==> src/rtl/bin_to_bcd_seq.sv <==
// bin_to_bcd_seq: sequential binary-to-BCD converter (double-dabble, one bit per clock).
// Ports:
//   clk, rst_n    - rising-edge clock, asynchronous active-low reset
//   start, bin    - conversion request and unsigned operand, taken only when idle
//   busy          - conversion in progress
//   done          - one-cycle pulse; bcd/ovf updated in this cycle
//   bcd           - packed digits, digit k at [4k+3:4k], digit 0 = units
//   ovf           - operand of last conversion did not fit in DIGITS digits
module bin_to_bcd_seq #(
  parameter int unsigned WIDTH    = 16,
  parameter int unsigned DIGITS   = 5,
  parameter bit          LZ_BLANK = 1'b0
) (
  input  logic                  clk,
  input  logic                  rst_n,
  input  logic                  start,
  input  logic [WIDTH-1:0]      bin,
  output logic                  busy,
  output logic                  done,
  output logic [4*DIGITS-1:0]   bcd,
  output logic                  ovf
);

  localparam int unsigned CNT_W = $clog2(WIDTH + 1);
  localparam int unsigned ACC_W = 4 * DIGITS;

  typedef enum logic {ST_IDLE, ST_CONV} state_e;

  state_e             state_q, state_d;
  logic [CNT_W-1:0]   cnt_q, cnt_d;
  logic [WIDTH-1:0]   shift_q, shift_d;
  logic [ACC_W-1:0]   acc_q, acc_d;
  logic               ovf_w_q, ovf_w_d;
  logic               busy_q, busy_d;
  logic               done_q, done_d;
  logic [ACC_W-1:0]   bcd_q, bcd_d;
  logic               ovf_q, ovf_d;

  logic [ACC_W-1:0]   acc_adj;
  logic [ACC_W-1:0]   acc_next;
  logic               out_bit;

  // Replace leading-zero digits (never digit 0) with 4'hF.
  function automatic logic [ACC_W-1:0] blank_lz(input logic [ACC_W-1:0] v);
    logic lead;
    lead     = 1'b1;
    blank_lz = v;
    for (int k = int'(DIGITS) - 1; k >= 1; k--) begin
      if (lead && (v[4*k +: 4] == 4'd0)) begin
        blank_lz[4*k +: 4] = 4'hF;
      end else begin
        lead = 1'b0;
      end
    end
  endfunction

  // Add-3 correction per digit, then shift the next operand bit in; the top
  // accumulator bit falls out and marks overflow.
  always_comb begin
    acc_adj = acc_q;
    for (int k = 0; k < int'(DIGITS); k++) begin
      if (acc_q[4*k +: 4] >= 4'd5) begin
        acc_adj[4*k +: 4] = acc_q[4*k +: 4] + 4'd3;
      end
    end
    {out_bit, acc_next} = {acc_adj, shift_q[WIDTH-1]};
  end

  // Next-state and output logic.
  always_comb begin
    state_d = state_q;
    cnt_d   = cnt_q;
    shift_d = shift_q;
    acc_d   = acc_q;
    ovf_w_d = ovf_w_q;
    busy_d  = busy_q;
    done_d  = 1'b0;
    bcd_d   = bcd_q;
    ovf_d   = ovf_q;
    case (state_q)
      ST_IDLE: begin
        if (start) begin
          state_d = ST_CONV;
          cnt_d   = CNT_W'(WIDTH);
          shift_d = bin;
          acc_d   = '0;
          ovf_w_d = 1'b0;
          busy_d  = 1'b1;
        end
      end
      ST_CONV: begin
        shift_d = {shift_q[WIDTH-2:0], 1'b0};
        acc_d   = acc_next;
        ovf_w_d = ovf_w_q | out_bit;
        cnt_d   = cnt_q - CNT_W'(1);
        if (cnt_q == CNT_W'(1)) begin
          state_d = ST_IDLE;
          busy_d  = 1'b0;
          done_d  = 1'b1;
          bcd_d   = LZ_BLANK ? blank_lz(acc_next) : acc_next;
          ovf_d   = ovf_w_q | out_bit;
        end
      end
      default: state_d = ST_IDLE;
    endcase
  end

  // State and output registers.
  always_ff @(posedge clk or negedge rst_n) begin
    if (!rst_n) begin
      state_q <= ST_IDLE;
      cnt_q   <= '0;
      shift_q <= '0;
      acc_q   <= '0;
      ovf_w_q <= 1'b0;
      busy_q  <= 1'b0;
      done_q  <= 1'b0;
      bcd_q   <= '0;
      ovf_q   <= 1'b0;
    end else begin
      state_q <= state_d;
      cnt_q   <= cnt_d;
      shift_q <= shift_d;
      acc_q   <= acc_d;
      ovf_w_q <= ovf_w_d;
      busy_q  <= busy_d;
      done_q  <= done_d;
      bcd_q   <= bcd_d;
      ovf_q   <= ovf_d;
    end
  end

  assign busy = busy_q;
  assign done = done_q;
  assign bcd  = bcd_q;
  assign ovf  = ovf_q;

endmodule

==> config.mk <==
export PLATFORM = sky130hd
export DESIGN_NAME = bin_to_bcd_seq
export DESIGN_NICKNAME = d
export VERILOG_FILES = /design/src/rtl/bin_to_bcd_seq.sv
export SDC_FILE = /design/constraint.sdc
export NUM_CORES = 1
export LEC_CHECK = 0
export BUFFER_PORTS_ARGS = -buffer_cell sky130_fd_sc_hd__buf_2
export CELL_PAD_IN_SITES_DETAIL_PLACEMENT = 0
export CELL_PAD_IN_SITES_GLOBAL_PLACEMENT = 1
export CORE_UTILIZATION = 40
export DETAILED_ROUTE_END_ITERATION = 8
export HOLD_SLACK_MARGIN = 0.08
export PLACE_DENSITY_LB_ADDON = 0.2
export SYNTH_ARGS = -nofsm -noshare
export SYNTH_HDL_FRONTEND = slang
export SYNTH_SLANG_ARGS = --single-unit
==> constraint.sdc <==
create_clock -name clk -period 1.4 [get_ports clk]
set_input_delay 0 -clock clk [delete_from_list [all_inputs] [get_ports clk]]
set_output_delay 0 -clock clk [all_outputs]
set_load 0.02 [all_outputs]
==> Word level (Yosys, flattened, before mapping) <==
Cells that the tools add are included.
{ "classes": {"addsub": 6, "n_lt_le_gt_ge": 5, "eq_ne": 3, "n_mux": 21, "bitwise": 2, "reduce_logical": 2} }
{ "op_table": {"columns": ["op", "count"], "rows": [
  ["20-bit case mux with 2 select lines", 1],
  ["16-bit case mux with 2 select lines", 1],
  ["4-bit by 2-bit adder with 4-bit output (second input constant)", 5],
  ["4-bit by 3-bit >= comparator with 1-bit output (second input constant)", 5],
  ["20-bit 2-to-1 mux", 1],
  ["4-bit 2-to-1 mux", 5],
  ["16-bit 2-to-1 mux", 1],
  ["5-bit case mux with 2 select lines", 1],
  ["1-bit 2-to-1 mux", 7],
  ["1-bit case mux with 2 select lines", 3],
  ["5-bit by 1-bit == test with 1-bit output (second input constant)", 1],
  ["5-bit 2-to-1 mux", 1],
  ["5-bit by 1-bit subtractor with 5-bit output (second input constant)", 1],
  ["2-bit AND reduction", 2],
  ["2-bit by 1-bit != test with 1-bit output (second input constant)", 1],
  ["2-bit != test (second input constant)", 1],
  ["1-bit inverter", 1],
  ["1-bit bitwise OR", 1]
]} }
{ "totals": {"reg_bits": 66, "output_inout_bits": 23, "word_cells": 48} }

==> Depth between registers and ports, before layout <==
Gate-level depths: netlist of the first run.
{ "depth": {"word_depth": 4, "mapped_depth": 6} }

==> Worst setup path before layout of the first run <==
OpenSTA, ideal clock, no wires.
{ "synth_timing": {"path_type": "register to register", "from": "register cnt_q[1]", "to": "register bcd_q[10], in the netlist bcd[10]", "setup_time_ns": 0.125, "arrival_time_ns": 1.281, "t_required_ns": 1.275, "slack_ns": -0.006, "stages_incl_launch_ff": 7, "path_buffers": 1, "cell_sequence": "dfrtp_1 inv_1 ha_1 nand4b_4 inv_2 buf_12 mux2_4"} }
{ "synth_via": {"elab_chain_cells": 2} }
{ "synth_lines": {"columns": ["item", "line_no", "rtl"], "rows": [
  ["from (decl)", "30", "logic [CNT_W-1:0] cnt_q, cnt_d;"],
  ["from (signal assigned)", "122", "cnt_q <= cnt_d;"],
  ["5-bit by 1-bit == test with 1-bit output", "96", "if (cnt_q == CNT_W'(1)) begin"],
  ["2-bit AND reduction (no source line)", null, null],
  ["to (signal assigned)", "118", "bcd_q <= '0;"],
  ["to (signal assigned)", "128", "bcd_q <= bcd_d;"],
  ["to (decl)", "36", "logic [ACC_W-1:0] bcd_q, bcd_d;"]
]} }
No other way between the ends.
A chain may end at the register's enable or synchronous reset.

==> Worst setup path after layout of the first run <==
{ "layout_timing": {"from": "register acc_q[12]", "to": "register bcd_q[14], in the netlist bcd[14]"} }
{ "layout_via": {"elab_chain_cells": 2, "word_cells_on_any_way": 3, "classes_between": "add/sub: 1; order compare: 1; mux: 1"} }
{ "layout_lines": {"columns": ["item", "line_no", "rtl"], "rows": [
  ["from (decl)", "32", "logic [ACC_W-1:0] acc_q, acc_d;"],
  ["from (signal assigned)", "114", "acc_q <= '0;"],
  ["from (signal assigned)", "124", "acc_q <= acc_d;"],
  ["4-bit by 2-bit adder with 4-bit output / 4-bit by 3-bit >= comparator with 1-bit output (equally long branches)", "63, 62", null],
  ["4-bit 2-to-1 mux (*)", "62", "if (acc_q[4*k +: 4] >= 4'd5) begin"]
]} }
Every way passes the cells marked *; elsewhere a longest branch is shown, timed or not.

==> flow_metrics.py, run 1 <==
metrics = {
    "setup_path": {
        "worstPathRequired_ns": 1.68,
        "r2r_slack_ns": -0.02,
        "crit_chain": "ha_4 > nand2b_4 > a21oi_4 > mux2i_2 > mux2_4",
        "r2r_start": "acc_q[12]$_DFFE_PN0P_",
        "cpLargestDelayFamily": "multiplexers",
        "cp_max_fo": 3,
        "end_kind": "flop",
        "worstReg2RegEnd": "bcd[14]$_DFFE_PN0P_",
        "cp_slowest_cell": "dfrtp_1",
        "critPathMaxStageDelay_ns": 0.43,
        "worstSetupStartpointType": "flop",
        "worstPathArrival_ns": 1.70,
        "cp_num_buf_inv": 0,
        "reg2reg_depth": 5,
        "worstSetupPathType": "reg2reg",
    },
    "flow_run": {
        "cap_violations": 0,
    },
    "finish": {
        "diodes": 0,
        "fin_nets": 420,
        "drive_above_1_share": 0.3919,
        "area_growth_pct": 37.27,
        "final_util": 0.5714,
        "fillCellCount": 711,
        "design_area_sq_mm": 0.004438,
    },
    "synth": {
        "syn_nets": 326,
        "yosys.area.top_type_share": 0.5108,
        "yosys_warnings": 0,
        "synth_seq_area_share": 0.5108,
        "syn_inst": 295,
        "synth_top_area_cell": "dfrtp_1",
        "synth.distinct_cells": 27,
        "ys_ff_latch": 66,
        "syn_area_sq_mm": 0.003233,
        "avgSynthCellArea_sq_um": 10.96,
        "yosys-top-cells-area": "dfrtp_1 51%, mux2i_1 9.6%, o21ai_0 5.3%, ha_1 4.6%, nand2_1 4.6%",
    },
    "power_and_ir_drop": {
        "leakagePower_nw": 2.164,
        "vdd_drop_max_uv": 706.2,
        "power_density_mw_per_mm2": 2293,
    },
    "routing": {
        "wl_um": 6728,
        "drt_iter0_drc": 49,
        "drc": 0,
        "drt_pass1_iterations": 4,
        "ant_nets": 0,
        "avgViaCountPerCell": 4.887,
        "dr_total_vias": 2419,
        "post_drt_wl_per_cell_um": 13.59,
    },
    "sta": {
        "setup_tns_ns": -0.04673,
        "setup_viol": 5,
        "maxSlewHeadroom": 0.7665,
        "period_share": 1.013,
        "drv_slew": 0,
        "fin_crit_ns": 1.418,
        "hold_viol": 0,
        "max_clock_freq_mhz": 705.3,
        "clock_skew_ns": 0.007674,
        "layout_setup_ws_ns": -0.01789,
        "worst_pin_slew_ns": 0.3466,
        "rsz0062_at_grt": "true",
    },
    "global_route": {
        "grt_first_pass_wirelength_um": 11540,
        "grt-ovfl-total": 0,
        "antenna_found_initial": 0,
        "grt_pass1_vias": 2507,
        "grt_max_degree": 67,
        "grt_util_all_layers": 0.1748,
    },
    "worst_hold_path": {
        "holdPathStages": 3,
        "hold_start": "start",
        "hp-class": "in2reg",
        "hold_end": "acc_q[5]$_DFFE_PN0P_",
    },
    "die": {
        "fp.coreArea_sq_mm": 0.007767,
        "initial_utilization": 0.4162,
        "io_pins": 42,
        "die_h_um": 91.91,
        "rows": 32,
        "die_x_um": 91.91,
        "dieArea_sq_mm": 0.008447,
    },
    "run_status": {
        "outcome": "finished, violations left",
        "failed_checks": "negative setup slack",
    },
    "cts": {
        "cts_htree_levels": 3,
        "clkLatencyLatePin_ns": 0.34,
        "cts.reportedPaths.clkPinSlew_ns": 0.07,
        "cts_max_path_buffers": 2,
        "cts_tree": "yes",
        "cts_root_buffer": "clkbuf_8",
        "tritoncts.num_buffers": 9,
        "cts_num_sinks": 66,
    },
    "placement": {
        "gp_congestion": 0.7803,
        "numPortBuffers": 41,
        "dpl.hpwl_um": 4206,
        "placed_area_sq_mm": 0.003780,
    },
}
[Yosys cell counts]
master and instances:
dfrtp_1 66, nand2_1 40, o21ai_0 34, mux2i_1 31, inv_1 13, nor3b_1 13
ha_1 12, a21oi_1 11, a21o_1 10, buf_2 9, mux2_4 8, nand2b_1 8
a21oi_2 5, nor3_1 5, xnor2_1 5, clkbuf_1 4, nor2_1 4, mux2_2 3
xor2_1 3, a22o_1 2, and2_1 2, o31ai_1 2, buf_12 1, buf_4 1
inv_2 1, nand4b_4 1, nor2_2 1
[registers in the layout, indices dropped and copies added, names as in the netlist]
name / count
ovf_w_q: 1
state_q: 1
done: 1
ovf: 1
acc_q: 20
shift_q: 16
cnt_q: 5
busy: 1
bcd: 20
[cells in the final DEF (no fill, tap or decap), types with 3 or more instances in the layout]
master	n
a21oi_4	5
nand2b_1	3
buf_12	4
mux2i_1	28
ha_2	4
xor2_1	3
mux2_4	9
mux2i_2	3
nand2_1	40
clkbuf_8	13
nand2b_4	5
xnor2_2	3
nor3b_1	11
a21oi_1	8
dfrtp_1	64
o21ai_1	8
nor3_1	5
nor2_1	4
o21ai_0	26
a21o_1	10
ha_4	7
buf_4	33
inv_1	3
buf_2	41
dlygate4sd3_1	17
inv_2	11
buf_6	3
a21oi_2	3
[cells by family (layout without fill, tap and decap cells)]
family / Yosys count / after routing / synth area share
flops: 66 / 66 / 0.5108
xor+xnor: 8 / 8 / 0.02167
simple gates: 74 / 74 / 0.1176
buf+inv: 29 / 127 / 0.04334
mux: 42 / 42 / 0.1436
fa+ha+maj: 12 / 12 / 0.04644
compound gates: 64 / 64 / 0.1165
[worst register-to-register path, delay by kind of cell, from the launching register on]
family          cells  cell delay, ns
compound gates      1            0.18
fa+ha+maj           1            0.18
mux                 2            0.43
flops               1            0.43
simple gates        1            0.15
[worst max-delay path by stage]
stage / startpoint / end / slack (ns) / cells after the start
3_5_place_dp: acc_q[16]$_DFFE_PN0P_ / bcd[18]$_DFFE_PN0P_ / -0.09 / 5
4_1_cts: acc_q[16]$_DFFE_PN0P_ / bcd[18]$_DFFE_PN0P_ / -0.005 / 5
3_3_place_gp: acc_q[17]$_DFFE_PN0P_ / bcd[18]$_DFFE_PN0P_ / -0.04 / 6
2_1_floorplan: acc_q[4]$_DFFE_PN0P_ / bcd[6]$_DFFE_PN0P_ / 0.001 / 5
6_report: acc_q[12]$_DFFE_PN0P_ / bcd[14]$_DFFE_PN0P_ / -0.02 / 5
5_1_grt: acc_q[13]$_DFFE_PN0P_ / bcd[14]$_DFFE_PN0P_ / -0.09 / 6
[routing by layer]
metal	vias to the layer above	track usage	routed length [um]
li1	1194	-	-
met1	1176	0.2230	3226
met2	41	0.2867	3198
met3	8	0.03234	191
met4	0	0.08203	112
met5	-	0	0
[per-stage QoR]
step	setup slack [ns]	hold slack [ns]	total power (W)	std cells
global placement	-0.03824	0.05428	0.007510	456
floorplan	0.0009771	-0.2956	0.006162	295
global route	-0.09383	0.1331	0.01096	495
CTS	-0.004611	0.1015	0.009749	491
detailed placement	-0.08583	0.05050	0.007634	456
finish	-0.01789	0.1102	0.01018	495
[layout make-up]
class                      count  area [sq um]  area share
inverter                      14         52.55     0.01184
clock inverter                 2         10.01    0.002255
tap                          102         127.6     0.02876
multi-input combinational    200          1678      0.3781
timing repair buffer          98         737.0      0.1661
sequential                    66          1654      0.3727
clock buffer                  13         178.9     0.04032
[report_power, final]
group,internal [W],total (W),switching (W),leakage (nW)
clock network,0.000822,0.00153,0.000706,0.101
logic,0.00277,0.00523,0.00247,1.23
registers,0.00273,0.00342,0.000684,0.833
[what timing repair did]
item                       CTS  global route
pin swaps                    7             5
hold endpoints to repair    82             0
resized for setup           24            37
setup endpoints to repair   23            32
hold buffers                17             0
setup buffers                3             4
(Power assumes the default switching activity.)
==> run 2: changes to the inputs <==
--- a/config.mk
+++ b/config.mk
@@ -9,7 +9,9 @@
 export CELL_PAD_IN_SITES_DETAIL_PLACEMENT = 0
 export CELL_PAD_IN_SITES_GLOBAL_PLACEMENT = 1
 export CORE_UTILIZATION = 40
+export CTS_CLUSTER_SIZE = 28
 export DETAILED_ROUTE_END_ITERATION = 8
+export GPL_TIMING_DRIVEN = 0
 export HOLD_SLACK_MARGIN = 0.08
 export PLACE_DENSITY_LB_ADDON = 0.2
 export SYNTH_ARGS = -nofsm -noshare
==> flow_metrics.py, run 2 (same netlist as run 1, synthesis figures left out) <==
metrics = {
    "sta": {
        "drv_slew": 0,
        "max_clock_freq_mhz": 682.5,
        "rsz0062_at_grt": "true",
        "clock_skew_ns": 0.009433,
        "worst_pin_slew_ns": 0.8532,
        "maxSlewHeadroom": 0.4312,
        "hold_ws_ns": 0.3070,
        "layout_setup_ws_ns": -0.06526,
        "hold_viol": 0,
        "period_share": 1.047,
        "setup_viol": 13,
        "fin_crit_ns": 1.465,
    },
    "die": {
        "initial_utilization": 0.4162,
        "die_h_um": 91.91,
        "rows": 32,
        "io_pins": 42,
        "dieArea_sq_mm": 0.008447,
        "die_x_um": 91.91,
        "fp.coreArea_sq_mm": 0.007767,
    },
    "run_status": {
        "outcome": "finished, violations left",
        "failed_checks": "negative setup slack",
    },
    "cts": {
        "clkLatencyLatePin_ns": 0.34,
        "cts_max_path_buffers": 2,
        "cts_num_sinks": 66,
        "cts.reportedPaths.clkPinSlew_ns": 0.07,
        "cts_htree_levels": 3,
        "cts_root_buffer": "clkbuf_8",
        "cts_tree": "yes",
        "tritoncts.num_buffers": 9,
    },
    "setup_path": {
        "crit_chain": "inv_2 > ha_2 > nand2b_4 > a21oi_4 > mux2i_2 > mux2_4",
        "critPathMaxStageDelay_ns": 0.39,
        "worstPathRequired_ns": 1.68,
        "end_kind": "flop",
        "cp_max_fo": 4,
        "worstSetupStartpointType": "flop",
        "worstPathArrival_ns": 1.74,
        "worstSetupPathType": "reg2reg",
        "cp_slowest_cell": "dfrtp_1",
    },
    "placement": {
        "gp_congestion": 0.7537,
        "numPortBuffers": 41,
        "placed_area_sq_mm": 0.003571,
        "dpl.hpwl_um": 4486,
    },
    "finish": {
        "design_area_sq_mm": 0.004359,
        "area_growth_pct": 34.83,
        "final_cell_mix": "65 x dfrtp_1, 46 x buf_2, 40 x nand2_1",
        "regArea_sq_mm": 0.001653,
        "layout_commonest_cell": "dfrtp_1",
        "fin_nets": 415,
        "drive_above_1_share": 0.3753,
        "fillCellCount": 709,
        "diodes": 0,
        "multiInputGateArea_sq_mm": 0.001678,
    },
    "power_and_ir_drop": {
        "p_int_w": 0.006182,
        "pwr-share-clk": 0.159,
        "p_sw_w": 0.003944,
        "pwr-share-comb": 0.504,
        "seqPwrFrac": 0.336,
        "power_density_mw_per_mm2": 2323,
        "leakagePower_nw": 2.103,
        "finalPower_w": 0.01013,
        "vdd_drop_max_uv": 812.4,
        "p_sw_frac": 0.3895,
    },
    "routing": {
        "drt_pass1_iterations": 4,
        "avgViaCountPerCell": 4.886,
        "drc": 0,
        "dr_total_vias": 2399,
        "ant_nets": 0,
        "wl_um": 7259,
        "post_drt_wl_per_cell_um": 14.78,
        "drt_iter0_drc": 94,
    },
    "global_route": {
        "grt_pass1_vias": 2494,
        "grt-ovfl-total": 0,
        "antenna_found_initial": 0,
        "grt_util_all_layers": 0.1849,
        "grt_first_pass_wirelength_um": 12020,
        "grt_max_degree": 67,
    },
    "worst_hold_path": {
        "hp-class": "in2async",
    },
    "flow_run": {
        "cap_violations": 0,
    },
}
==> run 2: cell types whose count changed in the layout (fill, tap and decap cells not counted), moves of 2 or more <==
cell      delta
clkbuf_1     +3
buf_12       -2
buf_2        +5
mux2i_1      -2
clkbuf_8     -3
buf_4       -13
o21ai_0      +3
mux2i_2      +2
clkbuf_4     +2
o21ai_1      -4
==> run 2: through the flow <==
stage | setup WS [ns] | setup TNS [ns] | utilization | instances
floorplan | 0.0009771 | 0 | - | 295
global placement | -0.1810 | -3.824 | 0.4594 | 438
detailed placement | -0.1952 | -2.411 | 0.4597 | 438
CTS | -0.07383 | -0.5378 | 0.5456 | 487
global route | -0.1312 | -1.808 | 0.5612 | 491
finish | -0.06526 | -0.5338 | 0.5612 | 491
==> run 2: per-layer routing <==
layer	vias up	routed length, um	track usage
li1	1184	-	-
met5	-	0	0
met4	0	187	0.08203
met1	1142	3421	0.2467
met3	14	256	0.03814
met2	59	3394	0.2898
==> run 2: worst paths after layout <==
| check | slack (ns) | startpoint | endpoint | cells past startpoint |
|---|---|---|---|---|
| hold / removal | 0.31 | rst_n | acc_q[12]$_DFFE_PN0P_ | 2 |
| setup / recovery | -0.07 | acc_q[9]$_DFFE_PN0P_ | bcd[10]$_DFFE_PN0P_ | 6 |
| min in group clk | 0.46 | bin[0] | shift_q[0]$_DFFE_PN0P_ | 4 |
| setup reg to reg | -0.07 | acc_q[9]$_DFFE_PN0P_ | bcd[10]$_DFFE_PN0P_ | 6 |
| max in group asynchronous | 0.52 | rst_n | acc_q[16]$_DFFE_PN0P_ | 2 |
| hold reg to reg | 0.48 | bcd[8]$_DFFE_PN0P_ | bcd[8]$_DFFE_PN0P_ | 2 |
==> run 2: what timing repair did <==
action | 4_1_cts | 5_1_grt
gates resized for setup | 40 | 25
endpoints found under the setup margin | 32 | 42
setup buffers | 15 | 5
pin swaps | 8 | 8
hold buffers | 18 | 0
hold endpoints to repair | 83 | 0
==> run 2: worst max-delay path: cells and delay by family (launching register included) <==
kind | cells | cell delay (ns)
AO/OA/AOI/OAI | 1 | 0.16
adder cells (fa/ha/maj) | 1 | 0.21
buffers and inverters | 1 | 0.10
flip-flops | 1 | 0.39
multiplexers | 2 | 0.48
AND/OR/NAND/NOR | 1 | 0.07
==> run 2: cell type report <==
class                   instances  area share
clock buffers                  11     0.03243
inverters                      14     0.01263
multi-input cells             200      0.3849
plain buffers                  14     0.02124
well taps                     102     0.02928
flip-flops and latches         66      0.3792
clock inverters                 5     0.01234
repair buffers                 79      0.1280
==> run 2: power by group through the flow <==
stage          combinational (W)  sequential (W)  clock, W
2_1_floorplan            0.00260         0.00356         0
3_3_place_gp             0.00377         0.00332         0
3_5_place_dp             0.00386         0.00334         0
4_1_cts                  0.00468         0.00337   0.00164
5_1_grt                  0.00560         0.00352   0.00172
6_report                 0.00511         0.00341   0.00161
==> run 3: changes to the inputs <==
--- a/config.mk
+++ b/config.mk
@@ -5,6 +5,7 @@
 export SDC_FILE = /design/constraint.sdc
 export NUM_CORES = 1
 export LEC_CHECK = 0
+export ABC_AREA = 0
 export BUFFER_PORTS_ARGS = -buffer_cell sky130_fd_sc_hd__buf_2
 export CELL_PAD_IN_SITES_DETAIL_PLACEMENT = 0
 export CELL_PAD_IN_SITES_GLOBAL_PLACEMENT = 1
@@ -14,6 +15,7 @@
 export GPL_TIMING_DRIVEN = 0
 export HOLD_SLACK_MARGIN = 0.08
 export PLACE_DENSITY_LB_ADDON = 0.2
+export REMOVE_ABC_BUFFERS = 1
 export SYNTH_ARGS = -nofsm -noshare
 export SYNTH_HDL_FRONTEND = slang
 export SYNTH_SLANG_ARGS = --single-unit
==> flow_metrics.py, run 3 (same netlist as run 1, synthesis figures left out) <==
metrics = {
    "power_and_ir_drop": {
        "p_sw_frac": 0.3766,
        "pwr-share-clk": 0.182,
        "leakagePower_nw": 2.161,
        "p_int_w": 0.006651,
        "pwr-share-comb": 0.495,
        "finalPower_w": 0.01067,
        "vdd_drop_max_uv": 877.7,
        "p_sw_w": 0.004018,
        "seqPwrFrac": 0.324,
        "power_density_mw_per_mm2": 2381,
    },
    "run_status": {
        "failed_checks": "negative setup slack",
        "outcome": "finished, violations left",
    },
    "sta": {
        "clock_skew_ns": 0.01376,
        "period_share": 1.040,
        "hold_ws_ns": 0.3167,
        "fin_crit_ns": 1.455,
        "drv_slew": 0,
        "hold_viol": 0,
        "rsz0062_at_grt": "true",
        "maxSlewHeadroom": 0.4495,
        "layout_setup_ws_ns": -0.05543,
        "setup_viol": 13,
        "setup_tns_ns": -0.3516,
        "max_clock_freq_mhz": 687.1,
        "worst_pin_slew_ns": 0.8257,
    },
    "finish": {
        "layout_commonest_cell": "dfrtp_1",
        "fin_nets": 406,
        "multiInputGateArea_sq_mm": 0.001725,
        "diodes": 0,
        "drive_above_1_share": 0.3921,
        "fillCellCount": 692,
        "area_growth_pct": 38.58,
        "regArea_sq_mm": 0.001659,
        "final_cell_mix": "62 x dfrtp_1, 40 x buf_2, 36 x nand2_1",
    },
    "global_route": {
        "grt_max_degree": 67,
        "grt_first_pass_wirelength_um": 12020,
        "met3_usage": 0.03731,
        "busiest_layer": "met2",
        "antenna_found_initial": 0,
        "use_met2": 0.3078,
        "grt_pass1_vias": 2429,
        "grt_util_all_layers": 0.1863,
        "grt-ovfl-total": 0,
        "grt_util_met1": 0.2439,
    },
    "setup_path": {
        "worstSetupStartpointType": "flop",
        "crit_chain": "inv_2 > ha_2 > nand2b_4 > a21oi_4 > mux2i_2 > mux2_4",
        "cp_slowest_cell": "dfrtp_1",
        "worstPathArrival_ns": 1.74,
        "cp_num_buf_inv": 1,
        "cpLargestDelayFamily": "multiplexers",
        "critPathMaxStageDelay_ns": 0.37,
        "worstPathRequired_ns": 1.68,
        "cp_max_fo": 3,
        "worstSetupPathType": "reg2reg",
        "end_kind": "flop",
    },
    "die": {
        "fp.coreArea_sq_mm": 0.007767,
        "io_pins": 42,
        "die_h_um": 91.91,
        "rows": 32,
        "die_x_um": 91.91,
        "initial_utilization": 0.4162,
        "dieArea_sq_mm": 0.008447,
    },
    "cts": {
        "cts_num_sinks": 66,
        "cts_tree": "yes",
        "tritoncts.num_buffers": 9,
        "clkLatencyLatePin_ns": 0.34,
        "cts_root_buffer": "clkbuf_8",
        "cts_htree_levels": 3,
        "cts_max_path_buffers": 2,
        "cts.reportedPaths.clkPinSlew_ns": 0.08,
    },
    "routing": {
        "drt_pass1_iterations": 4,
        "avgViaCountPerCell": 5.075,
        "wl_um": 7389,
        "dr_total_vias": 2446,
        "drt_iter0_drc": 105,
        "ant_nets": 0,
        "post_drt_wl_per_cell_um": 15.33,
        "drc": 0,
    },
    "placement": {
        "numPortBuffers": 41,
        "place_ws_ns": -0.9855,
        "gp_congestion": 0.7609,
        "dpl.hpwl_um": 3686,
    },
    "worst_hold_path": {
        "hp-class": "in2async",
    },
    "flow_run": {
        "cap_violations": 0,
    },
}
## run 3: cell count changes in the layout (fill, tap and decap cells not counted), moves of 3 or more
cell,delta
clkbuf_1,-3
nand2_1,-4
dfrtp_1,-3
buf_2,-6
## run 3: worst register-to-register path: cells and delay by family (launching register included)
kind	cells	cell delay, ns
compound gates	1	0.18
buf+inv	1	0.07
simple gates	1	0.15
flops	1	0.37
mux	2	0.46
fa+ha+maj	1	0.17
## run 3: per-layer routing
metal  wire [um]  up-vias
met1        3413     1211
met2        3650       53
met4          76        0
li1            -     1175
met5           0        -
met3         249        7
## run 3: final cells by class
type / instances / area share
inverters: 14 / 0.01340
well taps: 102 / 0.02848
repair inverters: 1 / 0.001955
clock buffers: 9 / 0.02765
multi-input cells: 201 / 0.3851
repair buffers: 82 / 0.1469
flip-flops and latches: 66 / 0.3703
clock inverters: 7 / 0.02625
## run 3: power by group through the flow
stage	combinational [W]	sequential, W	clock [W]
floorplan	0.00237	0.00370	0
global placement	0.00342	0.00351	0
detailed placement	0.00364	0.00343	0
CTS	0.00473	0.00339	0.00199
global route	0.00576	0.00357	0.00209
finish	0.00528	0.00345	0.00194
## run 3: path summary, 6_finish.rpt
check | from | to | slack (ns) | depth (start not counted)
min in group clk | start | cnt_q[2]$_DFFE_PN0P_ | 0.32 | 2
max in group asynchronous | rst_n | state_q$_DFF_PN0_ | 0.48 | 2
worst max register to register | acc_q[17]$_DFFE_PN0P_ | bcd[18]$_DFFE_PN0P_ | -0.06 | 6
worst min-delay path | rst_n | acc_q[6]$_DFFE_PN0P_ | 0.32 | 2
worst min register to register | bcd[12]$_DFFE_PN0P_ | bcd[12]$_DFFE_PN0P_ | 0.47 | 2
worst max-delay path | acc_q[17]$_DFFE_PN0P_ | bcd[18]$_DFFE_PN0P_ | -0.06 | 6
## run 3: through the flow
step | area [sq um] | std cells | utilization
2_1_floorplan | 3146 | 280 | -
3_3_place_gp | 3478 | 423 | 0.4478
3_5_place_dp | 3502 | 424 | 0.4509
4_1_cts | 4288 | 474 | 0.5520
5_1_grt | 4481 | 482 | 0.5768
6_report | 4481 | 482 | 0.5768
## run 3: repair_timing
action,CTS,global route
gates cloned,5,0
resized for setup,46,34
buffers inserted,12,8
setup endpoints to repair,37,34
pin swaps,15,11
hold buffers,17,0
hold endpoints to repair,82,0
